**config.mk**
```make
export PLATFORM = sky130hd
export DESIGN_NAME = alarm_ctrl_flat
export DESIGN_NICKNAME = d
export VERILOG_FILES = /design/src/rtl/alarm_ctrl_if.sv /design/src/rtl/alarm_ctrl.sv /design/src/flat_wrapper.sv
export SDC_FILE = /design/constraint.sdc
export NUM_CORES = 1
export LEC_CHECK = 0
export ABC_AREA = 1
export CAP_MARGIN = 10
export CORE_MARGIN = 4
export CORE_UTILIZATION = 40
export CTS_BUF_LIST = sky130_fd_sc_hd__clkbuf_8 sky130_fd_sc_hd__clkbuf_16
export CTS_CLUSTER_SIZE = 40
export DETAILED_ROUTE_END_ITERATION = 6
export PLACE_DENSITY_LB_ADDON = 0.08
export SYNTH_ARGS = -nofsm -noshare
export SYNTH_HDL_FRONTEND = slang
export SYNTH_SLANG_ARGS = --single-unit
export TNS_END_PERCENT = 30
```
**constraint.sdc**
```tcl
create_clock -name clk_50mhz -period 2.1 [get_ports clk_50mhz]
set_clock_uncertainty 0.2 [all_clocks]
set_input_delay 0.42 -clock clk_50mhz [delete_from_list [all_inputs] [get_ports clk_50mhz]]
set_output_delay 0.42 -clock clk_50mhz [all_outputs]
set_load 0.02 [all_outputs]
```
**src/rtl/alarm_ctrl_if.sv**
```systemverilog
`default_nettype none
// ============================================================================
//  Module      : alarm_ctrl_if
//  Description : Signal bundle between the alarm scheduler and the rest of
//                the digital clock. It carries the running time, the
//                debounced button pulses, and the alarm state and display
//                controls.
//                master : drives time/buttons, observes alarm outputs
//                slave  : alarm_ctrl side
//  Ports (slave view):
//    in  tick_1hz, cur_hh[8], cur_mm[8], cur_ss[8], clk_set_en,
//        btn_alm_p, btn_sel_p, btn_inc_p, btn_snz_p
//    out alm_hh[8], alm_mm[8], alm_en, alm_edit, blink_sel[2], ring, buzz_out
//  Revision    : 1.0  initial release
// ============================================================================
interface alarm_ctrl_if;
    logic       tick_1hz;
    logic [7:0] cur_hh;
    logic [7:0] cur_mm;
    logic [7:0] cur_ss;
    logic       clk_set_en;
    logic       btn_alm_p;
    logic       btn_sel_p;
    logic       btn_inc_p;
    logic       btn_snz_p;
    logic [7:0] alm_hh;
    logic [7:0] alm_mm;
    logic       alm_en;
    logic       alm_edit;
    logic [1:0] blink_sel;
    logic       ring;
    logic       buzz_out;

    modport master (
        output tick_1hz, cur_hh, cur_mm, cur_ss, clk_set_en,
               btn_alm_p, btn_sel_p, btn_inc_p, btn_snz_p,
        input  alm_hh, alm_mm, alm_en, alm_edit, blink_sel, ring, buzz_out
    );

    modport slave (
        input  tick_1hz, cur_hh, cur_mm, cur_ss, clk_set_en,
               btn_alm_p, btn_sel_p, btn_inc_p, btn_snz_p,
        output alm_hh, alm_mm, alm_en, alm_edit, blink_sel, ring, buzz_out
    );
endinterface
`default_nettype wire

```
**src/rtl/alarm_ctrl.sv**
```systemverilog
`default_nettype none
// ============================================================================
//  Module      : alarm_ctrl
//  Description : Alarm scheduler. Holds a BCD HH:MM alarm time and edits it
//                from button pulses. It compares that time against the
//                running clock and sequences ring / snooze / auto-stop. It
//                also drives the buzzer and the alarm-edit blink select.
//  Ports:
//    clk_50mhz  in   system clock
//    rst        in   synchronous active-high reset
//    bus        slave modport of alarm_ctrl_if (time, buttons, alarm outputs)
//  Revision    : 1.0  initial release
// ============================================================================
module alarm_ctrl #(
    parameter int         RING_SEC   = 60,
    parameter int         SNOOZE_MIN = 5,
    parameter logic [7:0] RST_HH     = 8'h07,
    parameter logic [7:0] RST_MM     = 8'h00
) (
    input  wire logic     clk_50mhz,
    input  wire logic     rst,
    alarm_ctrl_if.slave   bus
);

    localparam int         RING_W   = $clog2(RING_SEC + 1);
    localparam int         SNZ_LOAD = SNOOZE_MIN * 60;
    localparam int         SNZ_W    = $clog2(SNZ_LOAD + 1);
    localparam logic [1:0] c_blink_hh   = 2'b00;
    localparam logic [1:0] c_blink_mm   = 2'b01;
    localparam logic [1:0] c_blink_none = 2'b11;

    typedef enum logic [2:0] {
        IDLE    = 3'd0,
        EDIT_HH = 3'd1,
        EDIT_MM = 3'd2,
        RING    = 3'd3,
        SNOOZE  = 3'd4
    } state_t;

    state_t              r_state, w_state_nx;
    logic [7:0]          r_hh, w_hh_nx;
    logic [7:0]          r_mm, w_mm_nx;
    logic                r_en, w_en_nx;
    logic [RING_W-1:0]   r_ring_cnt, w_ring_cnt_nx, w_ring_inc;
    logic [SNZ_W-1:0]    r_snz_cnt, w_snz_cnt_nx, w_snz_dec;
    logic                r_beep, w_beep_nx;
    logic                r_match_q;
    logic                w_match, w_trigger;
    logic                r_edit, w_edit_nx;
    logic [1:0]          r_blink, w_blink_nx;
    logic                r_ring, w_ring_nx;
    logic                r_buzz, w_buzz_nx;

    // Per-nibble BCD increment that wraps to 00 once the field reaches max.
    function automatic logic [7:0] bcd_inc(input logic [7:0] v, input logic [7:0] max);
        if (v == max)
            return 8'h00;
        else if (v[3:0] == 4'h9)
            return {v[7:4] + 4'h1, 4'h0};
        else
            return {v[7:4], v[3:0] + 4'h1};
    endfunction

    always_ff @(posedge clk_50mhz) begin
        if (rst) begin
            r_state    <= IDLE;
            r_hh       <= RST_HH;
            r_mm       <= RST_MM;
            r_en       <= 1'b0;
            r_ring_cnt <= '0;
            r_snz_cnt  <= '0;
            r_beep     <= 1'b0;
            r_match_q  <= 1'b0;
            r_edit     <= 1'b0;
            r_blink    <= c_blink_none;
            r_ring     <= 1'b0;
            r_buzz     <= 1'b0;
        end else begin
            r_state    <= w_state_nx;
            r_hh       <= w_hh_nx;
            r_mm       <= w_mm_nx;
            r_en       <= w_en_nx;
            r_ring_cnt <= w_ring_cnt_nx;
            r_snz_cnt  <= w_snz_cnt_nx;
            r_beep     <= w_beep_nx;
            r_match_q  <= w_match;
            r_edit     <= w_edit_nx;
            r_blink    <= w_blink_nx;
            r_ring     <= w_ring_nx;
            r_buzz     <= w_buzz_nx;
        end
    end

    always_comb begin
        w_state_nx    = r_state;
        w_hh_nx       = r_hh;
        w_mm_nx       = r_mm;
        w_en_nx       = r_en;
        w_ring_cnt_nx = r_ring_cnt;
        w_snz_cnt_nx  = r_snz_cnt;
        w_beep_nx     = r_beep;
        w_ring_inc    = r_ring_cnt + 1'b1;
        w_snz_dec     = r_snz_cnt - 1'b1;

        // Edge-detect the match so one alarm minute rings only once.
        w_match   = r_en & ~bus.clk_set_en & (bus.cur_hh == r_hh) &
                    (bus.cur_mm == r_mm) & (bus.cur_ss == 8'h00);
        w_trigger = w_match & ~r_match_q;

        unique case (r_state)
            IDLE: begin
                if (bus.btn_alm_p) begin
                    w_state_nx = EDIT_HH;
                end else if (bus.btn_snz_p) begin
                    w_en_nx = ~r_en;
                end else if (w_trigger) begin
                    w_state_nx    = RING;
                    w_ring_cnt_nx = '0;
                    w_beep_nx     = 1'b1;
                end
            end
            EDIT_HH, EDIT_MM: begin
                if (bus.btn_alm_p) begin
                    w_state_nx = IDLE;
                    w_en_nx    = 1'b1;
                end else if (bus.btn_sel_p) begin
                    w_state_nx = (r_state == EDIT_HH) ? EDIT_MM : EDIT_HH;
                end else if (bus.btn_inc_p) begin
                    if (r_state == EDIT_HH)
                        w_hh_nx = bcd_inc(r_hh, 8'h23);
                    else
                        w_mm_nx = bcd_inc(r_mm, 8'h59);
                end
            end
            RING: begin
                if (bus.btn_alm_p) begin
                    w_state_nx = IDLE;
                end else if (bus.btn_snz_p) begin
                    w_state_nx   = SNOOZE;
                    w_snz_cnt_nx = SNZ_W'(SNZ_LOAD);
                end else if (bus.tick_1hz) begin
                    w_ring_cnt_nx = w_ring_inc;
                    w_beep_nx     = ~r_beep;
                    if (w_ring_inc == RING_W'(RING_SEC))
                        w_state_nx = IDLE;
                end
            end
            SNOOZE: begin
                if (bus.btn_alm_p) begin
                    w_state_nx = IDLE;
                end else if (bus.tick_1hz) begin
                    w_snz_cnt_nx = w_snz_dec;
                    if (w_snz_dec == '0) begin
                        w_state_nx    = RING;
                        w_ring_cnt_nx = '0;
                        w_beep_nx     = 1'b1;
                    end
                end
            end
            default: begin
                w_state_nx = IDLE;
            end
        endcase

        // Outputs are decoded from the next state so they register in step with it.
        w_ring_nx  = (w_state_nx == RING);
        w_buzz_nx  = w_ring_nx & w_beep_nx;
        w_edit_nx  = (w_state_nx == EDIT_HH) || (w_state_nx == EDIT_MM);
        w_blink_nx = (w_state_nx == EDIT_HH) ? c_blink_hh :
                     (w_state_nx == EDIT_MM) ? c_blink_mm : c_blink_none;
    end

    assign bus.alm_hh    = r_hh;
    assign bus.alm_mm    = r_mm;
    assign bus.alm_en    = r_en;
    assign bus.alm_edit  = r_edit;
    assign bus.blink_sel = r_blink;
    assign bus.ring      = r_ring;
    assign bus.buzz_out  = r_buzz;

endmodule
`default_nettype wire
```
**src/flat_wrapper.sv**
```systemverilog
// flat-port wrapper written by rule: the top's interface ports become plain ports
module alarm_ctrl_flat 
#(
    parameter int         RING_SEC   = 60,
    parameter int         SNOOZE_MIN = 5,
    parameter logic [7:0] RST_HH     = 8'h07,
    parameter logic [7:0] RST_MM     = 8'h00
)
  (clk_50mhz, rst, bus_tick_1hz, bus_cur_hh, bus_cur_mm, bus_cur_ss, bus_clk_set_en, bus_btn_alm_p, bus_btn_sel_p, bus_btn_inc_p, bus_btn_snz_p, bus_alm_hh, bus_alm_mm, bus_alm_en, bus_alm_edit, bus_blink_sel, bus_ring, bus_buzz_out);
  alarm_ctrl_if bus_i ();
  input  wire logic clk_50mhz;
  input  wire logic rst;
  input wire logic [$bits(bus_i.tick_1hz)-1:0] bus_tick_1hz;
  input wire logic [$bits(bus_i.cur_hh)-1:0] bus_cur_hh;
  input wire logic [$bits(bus_i.cur_mm)-1:0] bus_cur_mm;
  input wire logic [$bits(bus_i.cur_ss)-1:0] bus_cur_ss;
  input wire logic [$bits(bus_i.clk_set_en)-1:0] bus_clk_set_en;
  input wire logic [$bits(bus_i.btn_alm_p)-1:0] bus_btn_alm_p;
  input wire logic [$bits(bus_i.btn_sel_p)-1:0] bus_btn_sel_p;
  input wire logic [$bits(bus_i.btn_inc_p)-1:0] bus_btn_inc_p;
  input wire logic [$bits(bus_i.btn_snz_p)-1:0] bus_btn_snz_p;
  output wire logic [$bits(bus_i.alm_hh)-1:0] bus_alm_hh;
  output wire logic [$bits(bus_i.alm_mm)-1:0] bus_alm_mm;
  output wire logic [$bits(bus_i.alm_en)-1:0] bus_alm_en;
  output wire logic [$bits(bus_i.alm_edit)-1:0] bus_alm_edit;
  output wire logic [$bits(bus_i.blink_sel)-1:0] bus_blink_sel;
  output wire logic [$bits(bus_i.ring)-1:0] bus_ring;
  output wire logic [$bits(bus_i.buzz_out)-1:0] bus_buzz_out;
  assign bus_i.tick_1hz = bus_tick_1hz;
  assign bus_i.cur_hh = bus_cur_hh;
  assign bus_i.cur_mm = bus_cur_mm;
  assign bus_i.cur_ss = bus_cur_ss;
  assign bus_i.clk_set_en = bus_clk_set_en;
  assign bus_i.btn_alm_p = bus_btn_alm_p;
  assign bus_i.btn_sel_p = bus_btn_sel_p;
  assign bus_i.btn_inc_p = bus_btn_inc_p;
  assign bus_i.btn_snz_p = bus_btn_snz_p;
  assign bus_alm_hh = bus_i.alm_hh;
  assign bus_alm_mm = bus_i.alm_mm;
  assign bus_alm_en = bus_i.alm_en;
  assign bus_alm_edit = bus_i.alm_edit;
  assign bus_blink_sel = bus_i.blink_sel;
  assign bus_ring = bus_i.ring;
  assign bus_buzz_out = bus_i.buzz_out;
  alarm_ctrl #(.RING_SEC(RING_SEC), .SNOOZE_MIN(SNOOZE_MIN), .RST_HH(RST_HH), .RST_MM(RST_MM)) u_core (.clk_50mhz(clk_50mhz), .rst(rst), .bus(bus_i));
endmodule
```
==> qor.yml <==
status:
  status: "finished, final reports clean"
layout:
  nets: 562
  drive_above_1_share: 0.237
  final_util: 0.589
  n_antenna_cell: 0
  multi_input_area_um2: 1800
  synthToLayoutAreaGrowth_pct: 43.5
  final_cell_area_um2: 3980
  ff_latch_area_um2: 853
  fillers: 654
critical_path:
  critical_path.top_delay_family: "buffers and inverters"
  crit_chain: "buf_4 > clkdlybuf4s50_1"
  rrSetupSlack_ns: 0.10
  cp-start-kind: "flop"
  critPathKind: "reg -> out"
  cp_num_buf_inv: 2
  cp_max_fo: 5
  crit_path_end_kind: "primary output"
  cp_slowest_cell: "clkdlybuf4s50_1"
  worstPathRequired_ns: 1.48
  worstPathArrival_ns: 1.40
  slowest_delay_ns: 0.60
clock_network:
  clk-insertion-delay-late_ns: 0.29
  cts_tree: "yes"
  clk_path_buf_depth: 2
  cts_inserted_buffers: 5
  cts_root_buf: "clkbuf_8"
  clock_sinks: 42
  cts.clk_slew.worst_paths_ns: 0.08
  htreeDepth: 2
  cts_hold_buf: 0
sta:
  grt_setup_unrepaired: "yes"
  max_freq_mhz: 495
  setup_ws_ns: 0.0784
  hold_viol: 0
  final.period_utilization: 0.963
  setup_viol: 0
  min_period_ns: 2.02
  slew_violations: 0
  maxSlewHeadroom: 0.723
  worstMarginPinSlew_ns: 0.415
power_and_ir_drop:
  power-per-cell-area_nw_per_um2: 409
  p_leak_uw: 0.00185
  irDropWorstVdd_uv: 282
  p_total_uw: 1630
detailed_routing:
  ant_nets: 0
  drt_wl_total_um: 7430
  drtIter0Drc: 67
  post_drt_wl_per_cell_um: 12.4
  vias: 2925
  drt_first_pass_iters: 4
  via_per_inst: 4.88
  drc_errors: 0
yosys:
  yosysWarnings: 0
  synth_area_um2: 2780
  synth-seq-cells: 42
  synth_nets: 464
  synth-seq-area-share: 0.303
  syn_area_per_cell_um2: 6.59
  async_flop_share: 0
  synthCells: 421
  synth_ff_type: "dfxtp_1"
  synth_edf_count: 0
  synth.distinct_cells: 40
grt:
  grt.total_usage: 0.180
  overflow: 0
  grt_max_degree: 22
  antenna_found_initial: 0
  grt_pass1_wl_um: 12500
  first_global_vias: 2849
floorplanning:
  ios: 54
  start_util: 0.411
  rows: 30
  die_w_um: 91.3
  die_y_um: 91.3
  die-area_um2: 8330
  coreArea_um2: 6760
run:
  cap_viol_max_count: 0
placement:
  pre_cts_slack_ns: -0.319
  place.gp.congestion: 0.859
  hpwlAfterDp_um: 5810
  portBuffers: 53
  place_area_um2: 3690
hold_path:
  hold_class: "reg -> reg"
## synthesized netlist by cell type, drive strengths merged, types with 6 or more instances
| master | count | area [um2] |
|---|---|---|
| inv | 66 | 248 |
| xnor2 | 6 | 52.6 |
| xor2 | 6 | 52.6 |
| nor2 | 66 | 292 |
| o21ai | 24 | 146 |
| ha | 11 | 138 |
| dfxtp | 42 | 841 |
| nand4 | 19 | 140 |
| nor3 | 9 | 61.3 |
| a21oi | 21 | 116 |
| nand2 | 106 | 403 |
| nand3 | 25 | 138 |
## metal layers
metal | wire length (um) | track usage | vias up
li1 | - | - | 1556
met3 | 321 | 0.0389 | 9
met2 | 3800 | 0.321 | 42
met1 | 3200 | 0.214 | 1318
met5 | 0 | 0 | -
met4 | 112 | 0.0540 | 0
## final timing paths
| kind | start | to | cells past startpoint |
|---|---|---|---|
| setup reg to reg | u_core.r_snz_cnt[1] | u_core.r_ring_cnt[4] | 11 |
| hold / removal | u_core.r_ring_cnt[5] | u_core.r_ring_cnt[5] | 2 |
| setup / recovery | u_core.bus.alm_mm[0] | bus_alm_mm[0] | 2 |
| hold reg to reg | u_core.r_ring_cnt[5] | u_core.r_ring_cnt[5] | 2 |
## report_power, final
group | switching (uW) | total (uW) | internal (uW)
Combinational | 138 | 271 | 133
Clock | 276 | 537 | 261
Sequential | 9.21 | 819 | 810
Total | 424 | 1630 | 1200
## what timing repair did
item                                   CTS  global route
setup endpoints to repair                7            16
pin swaps                                1            33
setup buffers                            0             1
gates resized for setup                  5            61
cloned                                   0             0
endpoints found under the hold margin    0             0
## stage by stage
stage / hold slack (ns) / instances / setup TNS [ns]
after detailed placement: 0.277 / 591 / -4.73
after CTS: 0.288 / 599 / 0
after global placement: 0.278 / 591 / -4.20
after global routing: 0.320 / 600 / -0.0544
after floorplan: 0.253 / 421 / 0
final: 0.296 / 600 / 0
## worst reg2reg max path, stage by stage, from the launching register on
cell	delay (ns)
dfxtp_2	0.33
buf_4	0.13
nor2_4	0.13
nand2_2	0.08
nor2_1	0.12
nor2_1	0.05
nor2_1	0.18
nand3_4	0.13
o21ai_4	0.21
buf_6	0.14
nand4_1	0.08
a21oi_1	0.15
## layout by cell type (no fill, tap or decap), types with 2 or more instances in the layout
master	n
a211oi_1	2
a21oi_1	19
a221oi_1	2
a31oi_1	2
buf_4	39
buf_6	2
clkbuf_8	6
clkdlybuf4s50_1	37
clkinv_2	2
dfxtp_1	32
dfxtp_2	10
dlymetal6s2s_1	16
ha_1	9
inv_1	47
inv_2	20
nand2_1	97
nand2_2	9
nand3_1	21
nand3_2	2
nand3_4	2
nand3b_1	2
nand4_1	17
nor2_1	48
nor2_2	9
nor2_4	8
nor3_1	7
o21ai_0	16
o21ai_1	5
o21ai_4	2
o31ai_1	2
xnor2_1	5
xor2_1	6
## registers in the layout (all words and copies together), names as in the netlist
signal and flops:
u_core.r_snz_cnt 9, u_core.bus.alm_hh 8, u_core.bus.alm_mm 8, u_core.r_ring_cnt 6, u_core.r_state 3, u_core.bus.blink_sel 2, u_core.bus.alm_edit 1, u_core.bus.alm_en 1
u_core.bus.buzz_out 1, u_core.bus.ring 1, u_core.r_beep 1, u_core.r_match_q 1
## layout make-up
cell class | instances | area share
Clock inverter | 2 | 0.00220
Tap cell | 80 | 0.0251
Inverter | 67 | 0.0635
Timing Repair Buffer | 94 | 0.223
Multi-Input combinational cell | 309 | 0.452
Clock buffer | 6 | 0.0207
Sequential cell | 42 | 0.214
## kinds of logic after synthesis
logic type,share of synthesized area
buf+inv,0.0969
compound gates,0.128
flops,0.303
simple gates,0.385
xor+xnor,0.0379
fa+ha+maj,0.0496
Power figures use the tool's default switching activity.
